**src/rtl/sd_arbiter.sv**
```systemverilog
// Round-robin two-port arbiter and single-transaction sequencer for the sdcard byte port.
// Latency: 4 cycles minimum (hit path), ready-rise + 1 on a miss; requests are held levels, grants only while sd_ready=1.
module sd_arbiter #(
  parameter logic [23:0] TIMEOUT = 24'd10_000_000
) (
  input  logic        clk,
  input  logic        rst_n,
  input  logic        m0_read,
  input  logic        m0_write,
  input  logic [31:0] m0_addr,
  input  logic [7:0]  m0_wdata,
  output logic [7:0]  m0_rdata,
  output logic        m0_done,
  output logic        m0_err,
  input  logic        m1_read,
  input  logic        m1_write,
  input  logic [31:0] m1_addr,
  input  logic [7:0]  m1_wdata,
  output logic [7:0]  m1_rdata,
  output logic        m1_done,
  output logic        m1_err,
  output logic [31:0] sd_addr,
  output logic [7:0]  sd_write_data,
  output logic        sd_read,
  output logic        sd_write,
  input  logic [7:0]  sd_read_data,
  input  logic        sd_ready
);

  typedef enum logic [2:0] {IDLE, ISSUE, WAIT_LOW, WAIT_HIGH, DONE} state_t;

  state_t      state;
  logic        last;
  logic        gnt;
  logic        op_wr;
  logic [1:0]  win_cnt;
  logic [23:0] to_cnt;

  logic m0_pend, m1_pend, pick, pick_wr;

  assign m0_pend = m0_read | m0_write;
  assign m1_pend = m1_read | m1_write;
  // Contention goes to the port not served last; otherwise the lone requester wins.
  assign pick    = (m0_pend && m1_pend) ? ~last : m1_pend;
  assign pick_wr = pick ? m1_write : m0_write;

  always_ff @(posedge clk) begin
    if (!rst_n) begin
      state         <= IDLE;
      last          <= 1'b1;
      gnt           <= 1'b0;
      op_wr         <= 1'b0;
      win_cnt       <= 2'd0;
      to_cnt        <= 24'd0;
      sd_addr       <= 32'd0;
      sd_write_data <= 8'd0;
      sd_read       <= 1'b0;
      sd_write      <= 1'b0;
      m0_rdata      <= 8'd0;
      m1_rdata      <= 8'd0;
      m0_done       <= 1'b0;
      m1_done       <= 1'b0;
      m0_err        <= 1'b0;
      m1_err        <= 1'b0;
    end else begin
      sd_read  <= 1'b0;
      sd_write <= 1'b0;
      m0_done  <= 1'b0;
      m1_done  <= 1'b0;
      m0_err   <= 1'b0;
      m1_err   <= 1'b0;
      case (state)
        IDLE: begin
          if (sd_ready && (m0_pend || m1_pend)) begin
            gnt           <= pick;
            last          <= pick;
            op_wr         <= pick_wr;
            sd_addr       <= pick ? m1_addr : m0_addr;
            sd_write_data <= pick ? m1_wdata : m0_wdata;
            sd_write      <= pick_wr;
            sd_read       <= ~pick_wr;
            state         <= ISSUE;
          end
        end
        ISSUE: begin
          win_cnt <= 2'd0;
          state   <= WAIT_LOW;
        end
        WAIT_LOW: begin
          if (!sd_ready) begin
            to_cnt <= 24'd0;
            state  <= WAIT_HIGH;
          end else if (win_cnt == 2'd1) begin
            // Card never went busy: the byte is already on sd_read_data.
            if (!op_wr) begin
              if (gnt) m1_rdata <= sd_read_data;
              else     m0_rdata <= sd_read_data;
            end
            m0_done <= ~gnt;
            m1_done <= gnt;
            state   <= DONE;
          end else begin
            win_cnt <= win_cnt + 2'd1;
          end
        end
        WAIT_HIGH: begin
          if (sd_ready) begin
            if (!op_wr) begin
              if (gnt) m1_rdata <= sd_read_data;
              else     m0_rdata <= sd_read_data;
            end
            m0_done <= ~gnt;
            m1_done <= gnt;
            state   <= DONE;
          end else if (to_cnt >= TIMEOUT - 24'd1) begin
            m0_done <= ~gnt;
            m1_done <= gnt;
            m0_err  <= ~gnt;
            m1_err  <= gnt;
            state   <= DONE;
          end else if (to_cnt != 24'hFF_FFFF) begin
            to_cnt <= to_cnt + 24'd1;
          end
        end
        DONE: begin
          state <= IDLE;
        end
        default: state <= IDLE;
      endcase
    end
  end

endmodule

```
**config.mk**
```make
export PLATFORM = sky130hd
export DESIGN_NAME = sd_arbiter
export DESIGN_NICKNAME = d
export VERILOG_FILES = /design/src/rtl/sd_arbiter.sv
export SDC_FILE = /design/constraint.sdc
export NUM_CORES = 1
export LEC_CHECK = 0
export ABC_AREA = 1
export BUFFER_PORTS_ARGS = -buffer_cell sky130_fd_sc_hd__buf_2
export CAP_MARGIN = 30
export CORE_MARGIN = 4
export CORE_UTILIZATION = 45
export CTS_BUF_LIST = sky130_fd_sc_hd__clkbuf_4 sky130_fd_sc_hd__clkbuf_8 sky130_fd_sc_hd__clkbuf_16
export CTS_CLUSTER_DIAMETER = 100
export DETAILED_ROUTE_END_ITERATION = 10
export GPL_TIMING_DRIVEN = 0
export PLACE_DENSITY = 0.8
export RECOVER_POWER = 100
export SETUP_SLACK_MARGIN = 0.05
export SLEW_MARGIN = 10
export SYNTH_ARGS = -nofsm -noshare
export SYNTH_HDL_FRONTEND = slang
export SYNTH_SLANG_ARGS = --single-unit
```
**constraint.sdc**
```tcl
create_clock -name clk -period 2.2 [get_ports clk]
set_input_delay 0.11 -clock clk [delete_from_list [all_inputs] [get_ports clk]]
set_output_delay 0.11 -clock clk [all_outputs]
set_load 0.1 [all_outputs]
```
Word level (Yosys, flattened, before mapping)

Index checks and enable logic that the tools add are counted.

Bits in registers: 94
Input port bits: 95
Output and inout bits: 62
Word-level logic and storage cells: 95

Add/sub/neg operators: 2
Magnitude comparators: 1
Equality and inequality tests: 16
Mux-type cells: 40
Bitwise gates (word level): 7
Reductions and logical operators: 13

Operators with widths:

| kind                                                      | count |
|---|---|
| two-way mux 24 bit                                        | 4 |
| two-way mux 8 bit                                         | 11 |
| case mux 24 bit (2 select lines)                          | 1 |
| two-way mux 32 bit                                        | 1 |
| case mux 8 bit (2 select lines)                           | 2 |
| adder 24 x 1 -> 24 bit, second input constant             | 1 |
| greater-or-equal comparator 24 bit, second input constant | 1 |
| != test 24 bit, second input constant                     | 1 |
| != test 2 bit, second input constant                      | 9 |
| two-way mux 3 bit                                         | 5 |
| case mux 3 bit (4 select lines)                           | 1 |
| two-way mux 1 bit                                         | 10 |
| AND reduction 3 bit                                       | 3 |
| equality test 3 x 2 -> 1 bit, second input constant       | 2 |
| != test 3 bit, second input constant                      | 2 |
| NOT 1 bit                                                 | 5 |
| AND reduction 5 bit                                       | 1 |
| two-way mux 2 bit                                         | 2 |
| case mux 1 bit (2 select lines)                           | 2 |
| case mux 2 bit (2 select lines)                           | 1 |
| AND reduction 4 bit                                       | 1 |
| nonzero test 2 bit                                        | 2 |
| equality test 3 x 1 -> 1 bit, second input constant       | 1 |
| logical NOT 3 bit                                         | 1 |
| 7 further kinds                                           | 9 |

Depth between registers and ports, before layout

Depth in word-level cells: 5
Mapped depth: 13
Depth with buffers taken out: 11

Worst setup path before layout

Ideal clock, no wire load.

Path type: flip-flop to flip-flop
Start point: register to_cnt[0]
End point: register to_cnt[10]
Arrival: 1.494 ns
Path slack: 0.591 ns
Stages on the path, launching flop included: 12
Path buffers: 1
Cells stage by stage: dfxtp_1 > ha_1 > nand2_1 > nor2_4 > nand2_1 > nand2_1 > nand3_2 > nand4_2 > nand2_4 > buf_6 > a21oi_1 > nor2_1

Longest elaborated chain between the ends: 5
Elaborated cells on any way between the ends: 10
Classes of those cells: 1 x add/sub; 1 x order compare; 3 x eq/ne; 4 x mux; 1 x reduce/logical

Ends and longest elaborated chain:

| element                          | RTL line | RTL |
|---|---|---|
| from (decl)                      | 37       | `logic [23:0] to_cnt;` |
| from (signal assigned)           | 122      | `to_cnt <= to_cnt + 24'd1;` |
| adder 24 x 1 -> 24 bit           | 122      |  |
| two-way mux 24 bit               | 121      | `end else if (to_cnt != 24'hFF_FFFF) begin` |
| two-way mux 24 bit               | 115      | `end else if (to_cnt >= TIMEOUT - 24'd1) begin` |
| two-way mux 24 bit               | 107      | `if (sd_ready) begin` |
| case mux 24 bit (2 select lines) | 72       | `case (state)` |

Several ways; a longest one is shown, not always the timed one. The select of a mux whose other input is x is not followed.
A chain may end at the register's enable or synchronous reset.

Worst setup path after layout

Start point: register to_cnt[1]
End point: register to_cnt[22]

The elaborated chain is that of the path after synthesis.

==> metrics.md <==
| Metric | Value |
|---|---|
| Status | `completed` |
| Starting density of the core | `a little under half` |
| Yosys top cell area share | `40.0%` |
| Hold Crit Start | `m1_addr[20]` |
| First-pass GRT wire length | `approximately 26,000 um` |
| Leakage power | `about 2.5 nW` |
| Gpl congestion | `~0.94` |
| Final hold vios | `0` |
| # rows | `37` |
| Top cells by area, synth | `dfxtp_1 (40%), a21oi_1 (14%), nand2_1 (11%), o21ai_0 (6.4%), nand3_1 (5.6%)` |
| DRT antenna net count | `0` |
| DRT iter0 DRCs | `about 370` |
| Most common library cells after synthesis | `nand2_1 (141), a21oi_1 (131), dfxtp_1 (94)` |
| Fin cells | `1,042` |
| Die Ht | `between 100 and 150 um` |
| Post-synthesis area per instance | `just under 7 um2` |
| Layout cells sized above 1 | `between 15 and 20%` |
| Most common cell in the netlist | `nand2_1` |
| RR Startpoint | `to_cnt[1]` |
| Routed WL | `~16,000 um` |
| Fmax | `514 MHz` |
| ANT cells | `0` |
| Period utilization | `between 80% and 90%` |
| Antenna violations before repair | `0` |
| CP Data Required Time | `roughly 2500 ps` |
| Worst setup path startpoint | `to_cnt[1]` |
| Cell Area, Synth | `roughly 4700 um2` |
| Startpoint types | `flip-flop` |
| RSZ-0062 raised after global routing | `false` |
| Layout area overhead | `30.8%` |
| Largest net degree at the start of global routing | `18` |
| DRC Markers | `0` |
| Largest area contributor in the netlist | `dfxtp_1` |
| GRT Overall Usage | `between 20% and 30%` |
| Vias in the first global route | `about 5,400` |
| Post-synthesis sequential area ratio | `40.0%` |
| CTS root buf | `clkbuf_8` |
| Post-CTS setup buffer count | `0` |
| Rel. slew slack | `14.6%` |
| DP HPWL | `10,800 um` |
| Setup Total Neg Slack | `0 ps` |
| Crit. End Element | `flip-flop` |
| Core area | `10,200 um2` |
| Synth cell types | `30` |
| Hold WC Path Type | `in -> reg` |
| Die X-Extent | `approximately 110 um` |
| Post-synth ARST share | `0%` |
| Detailed Routing Iterations Pass 1 | `5` |
| Vias | `5,528` |
| Synth Flop Type | `dfxtp_1` |
| Clk sinks | `94` |
| Setup Crit Path Kind | `reg -> reg` |
| Finish-stage setup viols | `0` |
| Total grt overflow | `0` |
| Power Dens Cells | `1270 nW/um2` |
| Post-synth EDFFs | `0` |
| H-tree depth | `3` |
| CTS tree | `yes` |
| CP Max Fanout | `10` |
| Dpl cells | `986` |
| Clk buf depth | `2` |
| Clk_skew | `~16 ps` |
| Syn_nets | `a little under 800` |
| Cells after Synth | `about 700` |
| Total power | `around 7.8 mW` |
| Worst-Margin Slew | `between 1000 and 1500 ps` |
| Clock Pin Slew Worst Setup and Hold Paths | `~110 ps` |
| Nets | `998` |
| IO Count | `between 150 and 200` |
| Max VDD drop | `~1.2 mV` |
| Clk_lat worst skew | `380 ps` |
| DR vias/cell | `5.31` |
| Fin. max-slew vios | `0` |
| Max cap viols | `0` |
| Yosys reg bits | `94` |
| Routed WL per cell | `15.2 um` |
| Die area | `between 10,000 and 15,000 um2` |
| IO buf count | `156` |
| Final min period | `between 1500 and 2000 ps` |
| Total CTS buffers | `9` |
| Synth Warn # | `0` |
| Crit path DAT | `around 2200 ps` |
-- sequential cells by signal, summed over array words and instances, names as in the netlist, 2 cells and up --
register and count:
sd_addr 32, to_cnt 24, m0_rdata 8, m1_rdata 8, sd_write_data 8, state 3
win_cnt 2
-- area by class of cell --
type | count | area (um2)
fillers | 934 | 4080
multi-input cells | 509 | 2420
flip-flops and latches | 94 | 1880
repair buffers | 196 | 1100
inverters | 55 | 206
plain buffers | 36 | 183
well taps | 136 | 170
clock buffers | 10 | 138
clock inverters | 6 | 52.6
-- cell usage in the layout (no fill, tap or decap), drive strengths merged --
master / count
nand3: 60
dfxtp: 94
nor3: 5
inv: 57
or2: 2
clkinvlp: 2
dlygate4sd3: 40
o211ai: 2
clkbuf: 91
ha: 2
nor4: 1
a21oi: 132
nand2: 145
nand4: 10
buf: 111
clkinv: 2
o21ai: 71
xor2: 3
nor2: 76
-- worst paths after layout --
kind | end | slack, ps | depth (start not counted)
max | to_cnt[22] | 250 | 11
min | sd_addr[20] | 10 | 3
max reg2reg | to_cnt[22] | 250 | 11
min reg2reg | m1_rdata[0] | 460 | 2
-- cells by family after synthesis --
logic type                 Yosys count  share of synthesized area (%)
xor gates and xnor gates             3                          0.559
and+or+nand+nor                    299                           28.2
adders and majority gates            2                          0.532
AOI/OAI and AO/OA                  205                           22.4
buffers and inverters               91                           8.30
DFF                                 94                           40.0
-- power by group --
group / switching, mW / internal [mW]
Clock: 0.679 / 0.460
Sequential: 0.346 / 2.13
Combinational: 3.42 / 0.805
Total: 4.45 / 3.39
-- critical path, cell delays in order (launching register included) --
cell     delay [ps]
dfxtp_1         390
ha_1            280
nand2_1         130
nor2_4          160
nand2_1          70
nand2_1          80
nand3_2         100
nand4_2          90
nand2_2         150
buf_6           190
a21oi_1         130
nor2_1           60
-- repair_timing --
action	CTS	global route
gates resized for setup	0	2
hold endpoints to repair	40	0
hold buffers	40	0
endpoints found under the setup margin	0	8
-- stage by stage --
stage	utilization (%)	area (um2)	hold WS [ps]	setup slack [ps]
final	60.1	6150	11.8	255
after global routing	60.1	6150	26.1	70.2
after CTS	61.0	6240	4.52	232
after detailed placement	55.3	5650	364	253
after global placement	55.3	5650	361	287
after floorplan	-	4700	253	591
-- per-layer routing --
layer	up-vias	routed length, um	global-route usage, %
li1	2727	-	-
met3	55	1330	7.28
met2	268	7670	45.4
met1	2478	6200	30.6
met5	-	0	0
met4	0	674	12.0
No activity file was read; power rests on OpenSTA's default activity.
